--- config.mk ---
export PLATFORM = sky130hd
export DESIGN_NAME = gray_stream_arbiter
export DESIGN_NICKNAME = d
export VERILOG_FILES = /design/src/rtl/gray_arb_pkg.sv /design/src/rtl/gray_tag_fifo.sv /design/src/rtl/gray_stream_arbiter.sv
export SDC_FILE = /design/constraint.sdc
export NUM_CORES = 1
export LEC_CHECK = 0
export CAP_MARGIN = 20
export CORE_MARGIN = 2
export CORE_UTILIZATION = 38
export DETAILED_ROUTE_END_ITERATION = 10
export PLACE_DENSITY = 0.91
export SKIP_LAST_GASP = 1
export SYNTH_ARGS = -nofsm -noshare
export SYNTH_HDL_FRONTEND = slang
export SYNTH_SLANG_ARGS = --single-unit
--- constraint.sdc ---
create_clock -name clk_i -period 6.8 [get_ports clk_i]
set_input_delay 0.68 -clock clk_i [delete_from_list [all_inputs] [get_ports clk_i]]
set_output_delay 0.68 -clock clk_i [all_outputs]
set_load 0.05 [all_outputs]
--- src/rtl/gray_arb_pkg.sv ---
// Shared types and width helpers for gray_stream_arbiter and its tag FIFO.
package gray_arb_pkg;

  typedef enum logic {ARB, HOLD} arb_state_e;

  localparam int unsigned PerfWidth = 16;

  function automatic int unsigned tag_width(input int unsigned num_req);
    return (num_req > 1) ? $clog2(num_req) : 1;
  endfunction

  function automatic int unsigned count_width(input int unsigned depth);
    return $clog2(depth + 1);
  endfunction

endpackage

--- src/rtl/gray_tag_fifo.sv ---
// In-order FIFO of requester tags for pixels issued to the shared converter.
module gray_tag_fifo
  import gray_arb_pkg::*;
#(
  parameter int unsigned TagWidth = 2,
  parameter int unsigned Depth    = 4
) (
  input  logic                clk_i,
  input  logic                reset_ni,
  input  logic                push_i,
  input  logic [TagWidth-1:0] data_i,
  input  logic                pop_i,
  output logic [TagWidth-1:0] data_o,
  output logic                full_o,
  output logic                empty_o
);

  localparam int unsigned PtrW = (Depth > 1) ? $clog2(Depth) : 1;
  localparam int unsigned CntW = count_width(Depth);

  logic [TagWidth-1:0] mem_q [Depth];
  logic [TagWidth-1:0] mem_d [Depth];
  logic [PtrW-1:0]     wr_ptr_q, wr_ptr_d;
  logic [PtrW-1:0]     rd_ptr_q, rd_ptr_d;
  logic [CntW-1:0]     count_q, count_d;
  logic                do_push, do_pop;

  function automatic logic [PtrW-1:0] ptr_inc(input logic [PtrW-1:0] ptr);
    return (ptr == PtrW'(Depth - 1)) ? '0 : ptr + PtrW'(1);
  endfunction

  assign full_o  = (count_q == CntW'(Depth));
  assign empty_o = (count_q == '0);
  assign data_o  = mem_q[rd_ptr_q];
  assign do_push = push_i && !full_o;
  assign do_pop  = pop_i && !empty_o;

  // Count is kept apart from the pointers so full and empty stay distinct when they coincide.
  always_comb begin
    mem_d    = mem_q;
    wr_ptr_d = wr_ptr_q;
    rd_ptr_d = rd_ptr_q;
    count_d  = count_q;
    if (do_push) begin
      mem_d[wr_ptr_q] = data_i;
      wr_ptr_d        = ptr_inc(wr_ptr_q);
    end
    if (do_pop) begin
      rd_ptr_d = ptr_inc(rd_ptr_q);
    end
    case ({do_push, do_pop})
      2'b10:   count_d = count_q + CntW'(1);
      2'b01:   count_d = count_q - CntW'(1);
      default: count_d = count_q;
    endcase
  end

  always_ff @(posedge clk_i) begin
    mem_q <= mem_d;
  end

  always_ff @(posedge clk_i or negedge reset_ni) begin
    if (!reset_ni) begin
      wr_ptr_q <= '0;
      rd_ptr_q <= '0;
      count_q  <= '0;
    end else begin
      wr_ptr_q <= wr_ptr_d;
      rd_ptr_q <= rd_ptr_d;
      count_q  <= count_d;
    end
  end

endmodule

--- src/rtl/gray_stream_arbiter.sv ---
// Round-robin sharing of one rgb2gray converter among NumReq pixel streams, with tag-steered returns.
// Optional per-requester completion counters on perf_count_o when GRAY_ARB_PERF_EN is defined.
module gray_stream_arbiter
  import gray_arb_pkg::*;
#(
  parameter int unsigned DataWidth   = 8,
  parameter int unsigned NumReq      = 4,
  parameter int unsigned MaxInFlight = 4
) (
  input  logic                        clk_i,
  input  logic                        reset_ni,
  input  logic [NumReq-1:0]           req_valid_i,
  input  logic [NumReq*DataWidth-1:0] req_red_i,
  input  logic [NumReq*DataWidth-1:0] req_green_i,
  input  logic [NumReq*DataWidth-1:0] req_blue_i,
  output logic [NumReq-1:0]           req_ready_o,
  output logic [NumReq-1:0]           rsp_valid_o,
  output logic [DataWidth-1:0]        rsp_gray_o,
  input  logic [NumReq-1:0]           rsp_ready_i,
  output logic                        conv_valid_o,
  output logic [DataWidth-1:0]        conv_red_o,
  output logic [DataWidth-1:0]        conv_green_o,
  output logic [DataWidth-1:0]        conv_blue_o,
  input  logic                        conv_ready_i,
  input  logic                        conv_valid_i,
  input  logic [DataWidth-1:0]        conv_gray_i,
  output logic                        conv_ready_o
`ifdef GRAY_ARB_PERF_EN
  ,
  output logic [NumReq*PerfWidth-1:0] perf_count_o
`endif
);

  localparam int unsigned TagW = tag_width(NumReq);

  arb_state_e      state_q, state_d;
  logic [TagW-1:0] grant_q, grant_d;
  logic [TagW-1:0] rr_q, rr_d;
  logic [TagW-1:0] arb_grant, grant, head_tag;
  logic            fifo_full, fifo_empty;
  logic            can_issue, issue_hs, rsp_hs;

  always_comb begin : arb_search
    int unsigned idx;
    logic        found;
    arb_grant = rr_q;
    found     = 1'b0;
    for (int unsigned i = 0; i < NumReq; i++) begin
      idx = int'(rr_q) + i;
      if (idx >= NumReq) idx = idx - NumReq;
      if (!found && req_valid_i[idx]) begin
        arb_grant = TagW'(idx);
        found     = 1'b1;
      end
    end
  end

  // Reset gates the issue side combinationally so nothing leaks out while reset_ni is low.
  assign grant     = (state_q == HOLD) ? grant_q : arb_grant;
  assign can_issue = reset_ni && !fifo_full;

  always_comb begin
    conv_valid_o       = req_valid_i[grant] && can_issue;
    conv_red_o         = req_red_i[grant*DataWidth +: DataWidth];
    conv_green_o       = req_green_i[grant*DataWidth +: DataWidth];
    conv_blue_o        = req_blue_i[grant*DataWidth +: DataWidth];
    req_ready_o        = '0;
    req_ready_o[grant] = conv_ready_i && can_issue;
  end

  assign issue_hs = conv_valid_o && conv_ready_i;

  always_comb begin
    state_d = (conv_valid_o && !conv_ready_i) ? HOLD : ARB;
    grant_d = grant;
    rr_d    = rr_q;
    if (issue_hs) begin
      rr_d = (grant == TagW'(NumReq - 1)) ? '0 : grant + TagW'(1);
    end
  end

  always_ff @(posedge clk_i or negedge reset_ni) begin
    if (!reset_ni) begin
      state_q <= ARB;
      grant_q <= '0;
      rr_q    <= '0;
    end else begin
      state_q <= state_d;
      grant_q <= grant_d;
      rr_q    <= rr_d;
    end
  end

  gray_tag_fifo #(
    .TagWidth (TagW),
    .Depth    (MaxInFlight)
  ) u_tag_fifo (
    .clk_i    (clk_i),
    .reset_ni (reset_ni),
    .push_i   (issue_hs),
    .data_i   (grant),
    .pop_i    (rsp_hs),
    .data_o   (head_tag),
    .full_o   (fifo_full),
    .empty_o  (fifo_empty)
  );

  // A converter result with no outstanding tag is never acknowledged.
  always_comb begin
    rsp_valid_o = '0;
    conv_ready_o = 1'b0;
    if (!fifo_empty) begin
      rsp_valid_o[head_tag] = conv_valid_i;
      conv_ready_o          = rsp_ready_i[head_tag];
    end
  end

  assign rsp_gray_o = conv_gray_i;
  assign rsp_hs     = conv_valid_i && conv_ready_o;

`ifdef GRAY_ARB_PERF_EN
  logic [PerfWidth-1:0] perf_q [NumReq];
  logic [PerfWidth-1:0] perf_d [NumReq];

  always_comb begin
    perf_d = perf_q;
    if (rsp_hs && (perf_q[head_tag] != '1)) begin
      perf_d[head_tag] = perf_q[head_tag] + PerfWidth'(1);
    end
  end

  always_ff @(posedge clk_i or negedge reset_ni) begin
    if (!reset_ni) begin
      perf_q <= '{default: '0};
    end else begin
      perf_q <= perf_d;
    end
  end

  always_comb begin
    perf_count_o = '0;
    for (int unsigned k = 0; k < NumReq; k++) begin
      perf_count_o[k*PerfWidth +: PerfWidth] = perf_q[k];
    end
  end
`endif

endmodule
# After elaboration in Yosys (flattened, before gate mapping)
# Index checks and enable logic that the tools add are counted.
[totals]
wordCells = 113
ff_bits = 20
[classes]
eq_ne = 6
n_mux = 41
order_cmp = 15
add_sub_neg = 12
n_bitwise = 4
shifts = 3
n_reduce_logical = 22
[ops]
columns = ["cell", "n"]
rows = [
  ["$lt A32 B3 Y1 const B", 4],
  ["$mux W32", 4],
  ["$shiftx A32 B6 Y8", 3],
  ["$mux W2", 11],
  ["$ge A3 B3 Y1 const B", 5],
  ["$logic_and A1 B1 Y1", 14],
  ["$mux W1", 13],
  ["$bmux W1 S2", 6],
  ["$sub A3 B3 Y4 const B", 3],
  ["$and A4 B4 Y4", 2],
  ["$bwmux W8", 1],
  ["$eq A2 B2 Y1 const B", 4],
  ["$add A2 B1 Y2 const B", 3],
  ["$add A2 B2 Y3 const B", 2],
  ["$logic_not A1 Y1", 6],
  ["$lt A2 B3 Y1 const B", 2],
  ["$not A2 Y3", 2],
  ["$pmux W3 S2", 1],
  ["$bmux W2 S2", 1],
  ["$demux W1 S2", 2],
  ["$demux W2 S2", 1],
  ["$ge A2 B1 Y1 const B", 2],
  ["$mux W4", 1],
  ["$sub A2 B3 Y4 const B", 1],
  ["other kinds (9)", 9],
]

# Longest topological paths before layout
[depth]
ltp_word = 22
depth_mapped = 12
depth_no_buf = 12

# Hierarchy
# From an unflattened synthesis, not the netlist that was laid out.
[unflattened]
cells_unflattened = 206
hier_area_um2 = 2150.8
[by_module_without_submodules]
columns = ["mod", "cells_per_inst", "n_inst", "area_each_um2"]
rows = [
  ["gray_stream_arbiter", 155, 1, 1403.8],
  ["gray_tag_fifo", 51, 1, 747.0],
]

# Least setup slack after synthesis
# No wires, ideal clock.
[synth_path]
path_type = "input to output"
from = "input port req_valid_i[2]"
to = "output port conv_blue_o[3]"
arrival_ns = 2.632
setup_slack_ns = 3.488
path_buffers = 1
required_time_ns = 6.120
stages = 6
cell_sequence = "or2_2 a21oi_1 o221ai_2 inv_2 buf_4 mux2i_1"
[synth_via]
elab_chain_len = 14
elab_cells_between_ends = 23
cone_classes = "shift: 1; mux: 16; reduce/logical: 6"
[synth_rtl]
columns = ["item", "line_no", "rtl"]
rows = [
  ["from (decl)", "gray_stream_arbiter.sv:12", "input logic [NumReq-1:0] req_valid_i,"],
  ["$bmux W1 S2", "gray_stream_arbiter.sv:51", "if (!found && req_valid_i[idx]) begin"],
  ["$mux W1 (implied by the code)", "gray_stream_arbiter.sv:51", ""],
  ["$mux W1", "gray_stream_arbiter.sv:51", ""],
  ["$logic_not A1 Y1", "gray_stream_arbiter.sv:51", ""],
  ["$logic_and A1 B1 Y1", "gray_stream_arbiter.sv:51", ""],
  ["$mux W1", "gray_stream_arbiter.sv:51", ""],
  ["$logic_not A1 Y1", "gray_stream_arbiter.sv:51", ""],
  ["$logic_and A1 B1 Y1", "gray_stream_arbiter.sv:51", ""],
  ["$mux W1", "gray_stream_arbiter.sv:51", ""],
  ["$logic_not A1 Y1", "gray_stream_arbiter.sv:51", ""],
  ["$logic_and A1 B1 Y1", "gray_stream_arbiter.sv:51", ""],
  ["$mux W2 *", "gray_stream_arbiter.sv:51", ""],
  ["$mux W2 *", "gray_stream_arbiter.sv:59", "assign grant = (state_q == HOLD) ? grant_q : arb_grant;"],
  ["via grant[1]", "gray_stream_arbiter.sv:39", "logic [TagW-1:0] arb_grant, grant, head_tag;"],
  ["$shiftx A32 B6 Y8 *", "gray_stream_arbiter.sv:66", "conv_blue_o = req_blue_i[grant*DataWidth +: DataWidth];"],
  ["to (decl)", "gray_stream_arbiter.sv:23", "output logic [DataWidth-1:0] conv_blue_o,"],
]
# The timed path passes the listed nets; every way through them passes the cells marked *. The select of a mux whose other input is x is not followed.

# Final worst setup path
[layout_path]
from = "input port req_valid_i[2]"
to = "output port conv_red_o[2]"
[layout_via]
elab_chain_len = 14
elab_cells_between_ends = 23
cone_classes = "shift: 1; mux: 16; reduce/logical: 6"
[layout_rtl]
columns = ["item", "line_no", "rtl"]
rows = [
  ["$bmux W1 S2", "gray_stream_arbiter.sv:51", ""],
  ["$mux W1 (implied by the code)", "gray_stream_arbiter.sv:51", ""],
  ["$mux W1", "gray_stream_arbiter.sv:51", ""],
  ["$logic_not A1 Y1", "gray_stream_arbiter.sv:51", ""],
  ["$logic_and A1 B1 Y1", "gray_stream_arbiter.sv:51", ""],
  ["$mux W1", "gray_stream_arbiter.sv:51", ""],
  ["$logic_not A1 Y1", "gray_stream_arbiter.sv:51", ""],
  ["$logic_and A1 B1 Y1", "gray_stream_arbiter.sv:51", ""],
  ["$mux W1", "gray_stream_arbiter.sv:51", ""],
  ["$logic_not A1 Y1", "gray_stream_arbiter.sv:51", ""],
  ["$logic_and A1 B1 Y1", "gray_stream_arbiter.sv:51", ""],
  ["$mux W2 *", "gray_stream_arbiter.sv:51", ""],
  ["$mux W2 *", "gray_stream_arbiter.sv:59", ""],
  ["$shiftx A32 B6 Y8 *", "gray_stream_arbiter.sv:64", "conv_red_o = req_red_i[grant*DataWidth +: DataWidth];"],
  ["to (decl)", "gray_stream_arbiter.sv:21", "output logic [DataWidth-1:0] conv_red_o,"],
]
# Every way passes the cells marked *; elsewhere a longest branch is shown, timed or not. The select of a mux whose other input is x is not followed.

==> parameters.txt <==
Parameter                              Value

Run status
  Status ... finished clean

Layout
  Number of fill cells in the layout ... 450
  Final nets ... 464
  Share of cells above drive strength 1 ... 7.14%
  Non-filler instance count after layout ... 408
  Count of inserted antenna diode cells ... 0
  Area growth from synthesis to final layout ... 70.7%

GRT
  Most congested layer reported by global routing ... met2
  Largest net degree at the start of global routing ... 33
  Global-route wire length before repair ... 9430 um
  Vias in the first global route ... 2,120
  Met1 Usage GRT ... 20.7%
  Global-route total usage across every layer ... 18.9%
  Initial antenna violation count ... 0
  Total congestion overflow after global routing ... 0
  Met3 usage in global routing ... 3.52%
  Met2 Resource Use GR ... 36.2%

Pwr
  Switch Pwr ... 795 uW
  Post-layout total power ... 1.55 mW
  Leakage power summed over all cells ... 1.59 nW
  Max rail drop VDD ... 288 uV
  Switching share of power ... 51.3%
  Clock network power share ... 7.5%
  Seq pwr share ... 14.1%
  Gate power share ... 78.4%
  Cell-internal power ... 756 uW
  Power per cell area ... 425 mW/mm^2

STA
  Slew at the pin closest to its max-slew limit ... 0.714 ns
  Ratio of final minimum period to clock period ... 66.5%
  Number of hold violations in the final report ... 0
  Total setup violations reported at the end of the flow ... 0
  Post-layout minimum cycle time ... 4.52 ns
  Max Freq ... 221 MHz
  Final-layout worst hold slack ... 0.524 ns
  Slack of the critical path ... 2.28 ns
  Max-slew headroom at the worst pin ... 52.3%
  Unrepaired setup endpoints after global routing ... no
  Final total negative setup slack ... 0 ns
  Post-Route Skew ... 0.00273 ns
  Number of max-slew violations in the final report ... 0

Run
  Maxcap violations ... 0

Worst setup path
  Element type at the critical path start ... primary input
  Cell repeated most along the worst path ... sky130_fd_sc_hd__mux2i_1
  Worst endpoint required time ... 6.12 ns
  Critical Path Fanout Max ... 17
  Worst path slowest cell ... sky130_fd_sc_hd__clkdlybuf4s50_1
  Category of the most critical setup path ... primary input to primary output
  Data arrival time of the worst path ... 3.84 ns
  Worst R2R Start ... rr_q[0]$_DFFE_PN0N_
  R2R Setup Slk ... 3.78 ns
  Critical Path Start ... req_valid_i[2]
  Critical path's top delay family ... buffers and inverters
  Delay of the slowest cell on the worst path ... 0.85 ns
  Crit path buffers/inverters ... 4
  CP Cell Sequence ... clkdlybuf4s50_1, mux2i_1, o221ai_1, o21ai_4, buf_16, buf_4, mux2i_1, mux2i_1, clkdlybuf4s50_1
  Worst Setup End Kind ... primary output

Synthesis
  Commonest cells in the synthesized netlist ... sky130_fd_sc_hd__mux2i_1, sky130_fd_sc_hd__buf_4, sky130_fd_sc_hd__dfrtp_1, sky130_fd_sc_hd__nand2_1, sky130_fd_sc_hd__inv_1
  Share of flip-flops with an asynchronous set or reset ... 60.0%
  Area fraction of the dominant cell type after synthesis ... 34.7%
  Post-synth top area cell ... sky130_fd_sc_hd__mux2i_1
  Cell area after synthesis ... 0.00214 mm^2
  Number of synthesis warnings ... 0
  Avg Synthesized Cell Area ... 10.5 um^2
  Dominant cells by area after synthesis ... sky130_fd_sc_hd__mux2i_1, sky130_fd_sc_hd__dfrtp_1, sky130_fd_sc_hd__edfxtp_1
  Flip-flop cell with the highest count after synthesis ... sky130_fd_sc_hd__dfrtp_1
  Net Count, Synth ... 330
  Sequential cell area fraction in the yosys report ... 25.3%
  Yosys reg bits ... 20
  Synthesized instance count ... 203
  Unique cell type count in the Yosys netlist ... 42
  Post-synth EDFFs ... 8
  Most instantiated library cell after synthesis ... sky130_fd_sc_hd__mux2i_1

Floorplan
  Die Span Y ... 79.0 um
  Core box area ... 0.00547 mm^2
  Horizontal die dimension ... 79.0 um
  Site row count ... 27
  Die outline area ... 0.00624 mm^2
  # IOs ... 158
  Starting Density ... 39.0%

Route
  Number of DRC violations after detailed routing ... 0
  Total length of routed wires ... 6280 um
  Pre-Repair DR Iteration Count ... 4
  Wire per inst ... 15.4 um
  Antenna-violating nets left ... 0
  DR vias/cell ... 5.12
  Drt initial violations ... 103
  Total number of vias ... 2,089

Hold path
  Worst Hold Class ... register to register
  Source of the worst hold timing path ... u_tag_fifo.count_q[2]$_DFFE_PN0P_

Clock network
  Clk Tree Root Cell ... sky130_fd_sc_hd__clkbuf_8
  Number of cells upsized or downsized after cts ... 0
  Sinks on Clock Net ... 20
  Hold Buf Count CTS ... 0
  Clock tree from TritonCTS ... built
  Number of CTS-inserted buffers ... 3
  Clock latency of the later-clocked register in the worst-skew pair ... 0.25 ns
  H-tree depth ... 1
  Maximum buffer depth of the clock tree ... 2
  Post-CTS setup buffer count ... 0
  Clock transition at the registers of the reported paths ... 0.07 ns

Placement
  Final weighted congestion in routability-driven placement ... 0.894
  Post-detail-place hpwl ... 5220 um
  Number of placed instances with taps included ... 403
  Number of I/O port buffers ... 141
  Worst slack, placed ... 1.98 ns
-- kinds of logic (layout without fill, tap and decap cells) --
kind of cell | after synthesis | in the layout | synth area share (%)
xor+xnor | 3 | 3 | 1.23
fa+ha+maj | 11 | 11 | 6.80
mux | 81 | 81 | 41.2
flops | 20 | 20 | 25.3
compound gates | 16 | 16 | 6.21
simple gates | 45 | 45 | 11.9
buf+inv | 27 | 160 | 7.38
-- state kept, by name, summed over array words and instances (netlist names) --
signal	count
u_tag_fifo.rd_ptr_q	2
u_tag_fifo.wr_ptr_q	2
rr_q	2
state_q	1
u_tag_fifo.mem_q	8
grant_q	2
u_tag_fifo.count_q	3
-- layout make-up --
class / count / area [um^2] / share of cell area, %
multi-input cells: 156 / 1450 / 39.6
clock buffers: 3 / 41.3 / 1.13
repair buffers: 144 / 1450 / 39.9
well taps: 72 / 90.1 / 2.47
inverters: 12 / 45.0 / 1.24
clock inverters: 1 / 30.0 / 0.824
flip-flops and latches: 20 / 541 / 14.8
-- cells in the final DEF (no fill, tap or decap), types with 2 or more instances in the layout --
| master | n |
|---|---|
| sky130_fd_sc_hd__nor2b_1 | 3 |
| sky130_fd_sc_hd__buf_4 | 2 |
| sky130_fd_sc_hd__ha_1 | 10 |
| sky130_fd_sc_hd__nor3_1 | 3 |
| sky130_fd_sc_hd__nand2_1 | 12 |
| sky130_fd_sc_hd__o21ai_0 | 2 |
| sky130_fd_sc_hd__clkdlybuf4s50_1 | 141 |
| sky130_fd_sc_hd__dfrtp_1 | 12 |
| sky130_fd_sc_hd__mux2_4 | 3 |
| sky130_fd_sc_hd__clkbuf_8 | 3 |
| sky130_fd_sc_hd__nand2b_1 | 2 |
| sky130_fd_sc_hd__a21oi_1 | 3 |
| sky130_fd_sc_hd__and2_2 | 4 |
| sky130_fd_sc_hd__mux4_2 | 2 |
| sky130_fd_sc_hd__mux2i_1 | 74 |
| sky130_fd_sc_hd__edfxtp_1 | 8 |
| sky130_fd_sc_hd__inv_1 | 11 |
| sky130_fd_sc_hd__nand3_1 | 2 |
| sky130_fd_sc_hd__and3_1 | 5 |
| sky130_fd_sc_hd__xor2_1 | 2 |
| sky130_fd_sc_hd__nor2_1 | 7 |
-- per-stage QoR --
stage	util (%)	area (um^2)
after CTS	66.1	3620
after detailed placement	64.8	3550
after floorplan	-	2140
after global placement	64.8	3550
final	66.6	3650
after global routing	66.6	3650
-- power groups by stage --
stage | Combinational, mW | Sequential [mW] | Clock [mW]
global route | 1.29 | 0.225 | 0.121
finish | 1.22 | 0.219 | 0.117
global placement | 1.18 | 0.218 | 0
CTS | 1.21 | 0.218 | 0.117
floorplan | 0.886 | 0.207 | 0
detailed placement | 1.20 | 0.221 | 0
-- path summary, 6_finish.rpt --
check,endpoint,cells past startpoint
setup / recovery,conv_red_o[2],9
hold / removal,u_tag_fifo.count_q[2]$_DFFE_PN0P_,1
setup reg to reg,u_tag_fifo.count_q[2]$_DFFE_PN0P_,12
hold reg to reg,u_tag_fifo.count_q[2]$_DFFE_PN0P_,1
max in group asynchronous,u_tag_fifo.rd_ptr_q[1]$_DFFE_PN0P_,1
min in group asynchronous,u_tag_fifo.count_q[0]$_DFFE_PN0P_,1
-- layer usage --
layer	part of all wire, %	up-vias
li1	-	1008
met1	37	980
met2	53	89
met3	6.9	12
met4	2.3	0
met5	0	-
-- worst reg2reg max path: cells and delay by family, from the launching register on --
family,cells,cell delay (ns)
AO/OA/AOI/OAI,2,0.60
buffers and inverters,2,0.13
AND/OR/NAND/NOR,3,0.42
XOR/XNOR,2,0.30
flip-flops,1,0.48
adder cells (fa/ha/maj),2,0.55
multiplexers,1,0.47
Power figures use the tool's default switching activity.
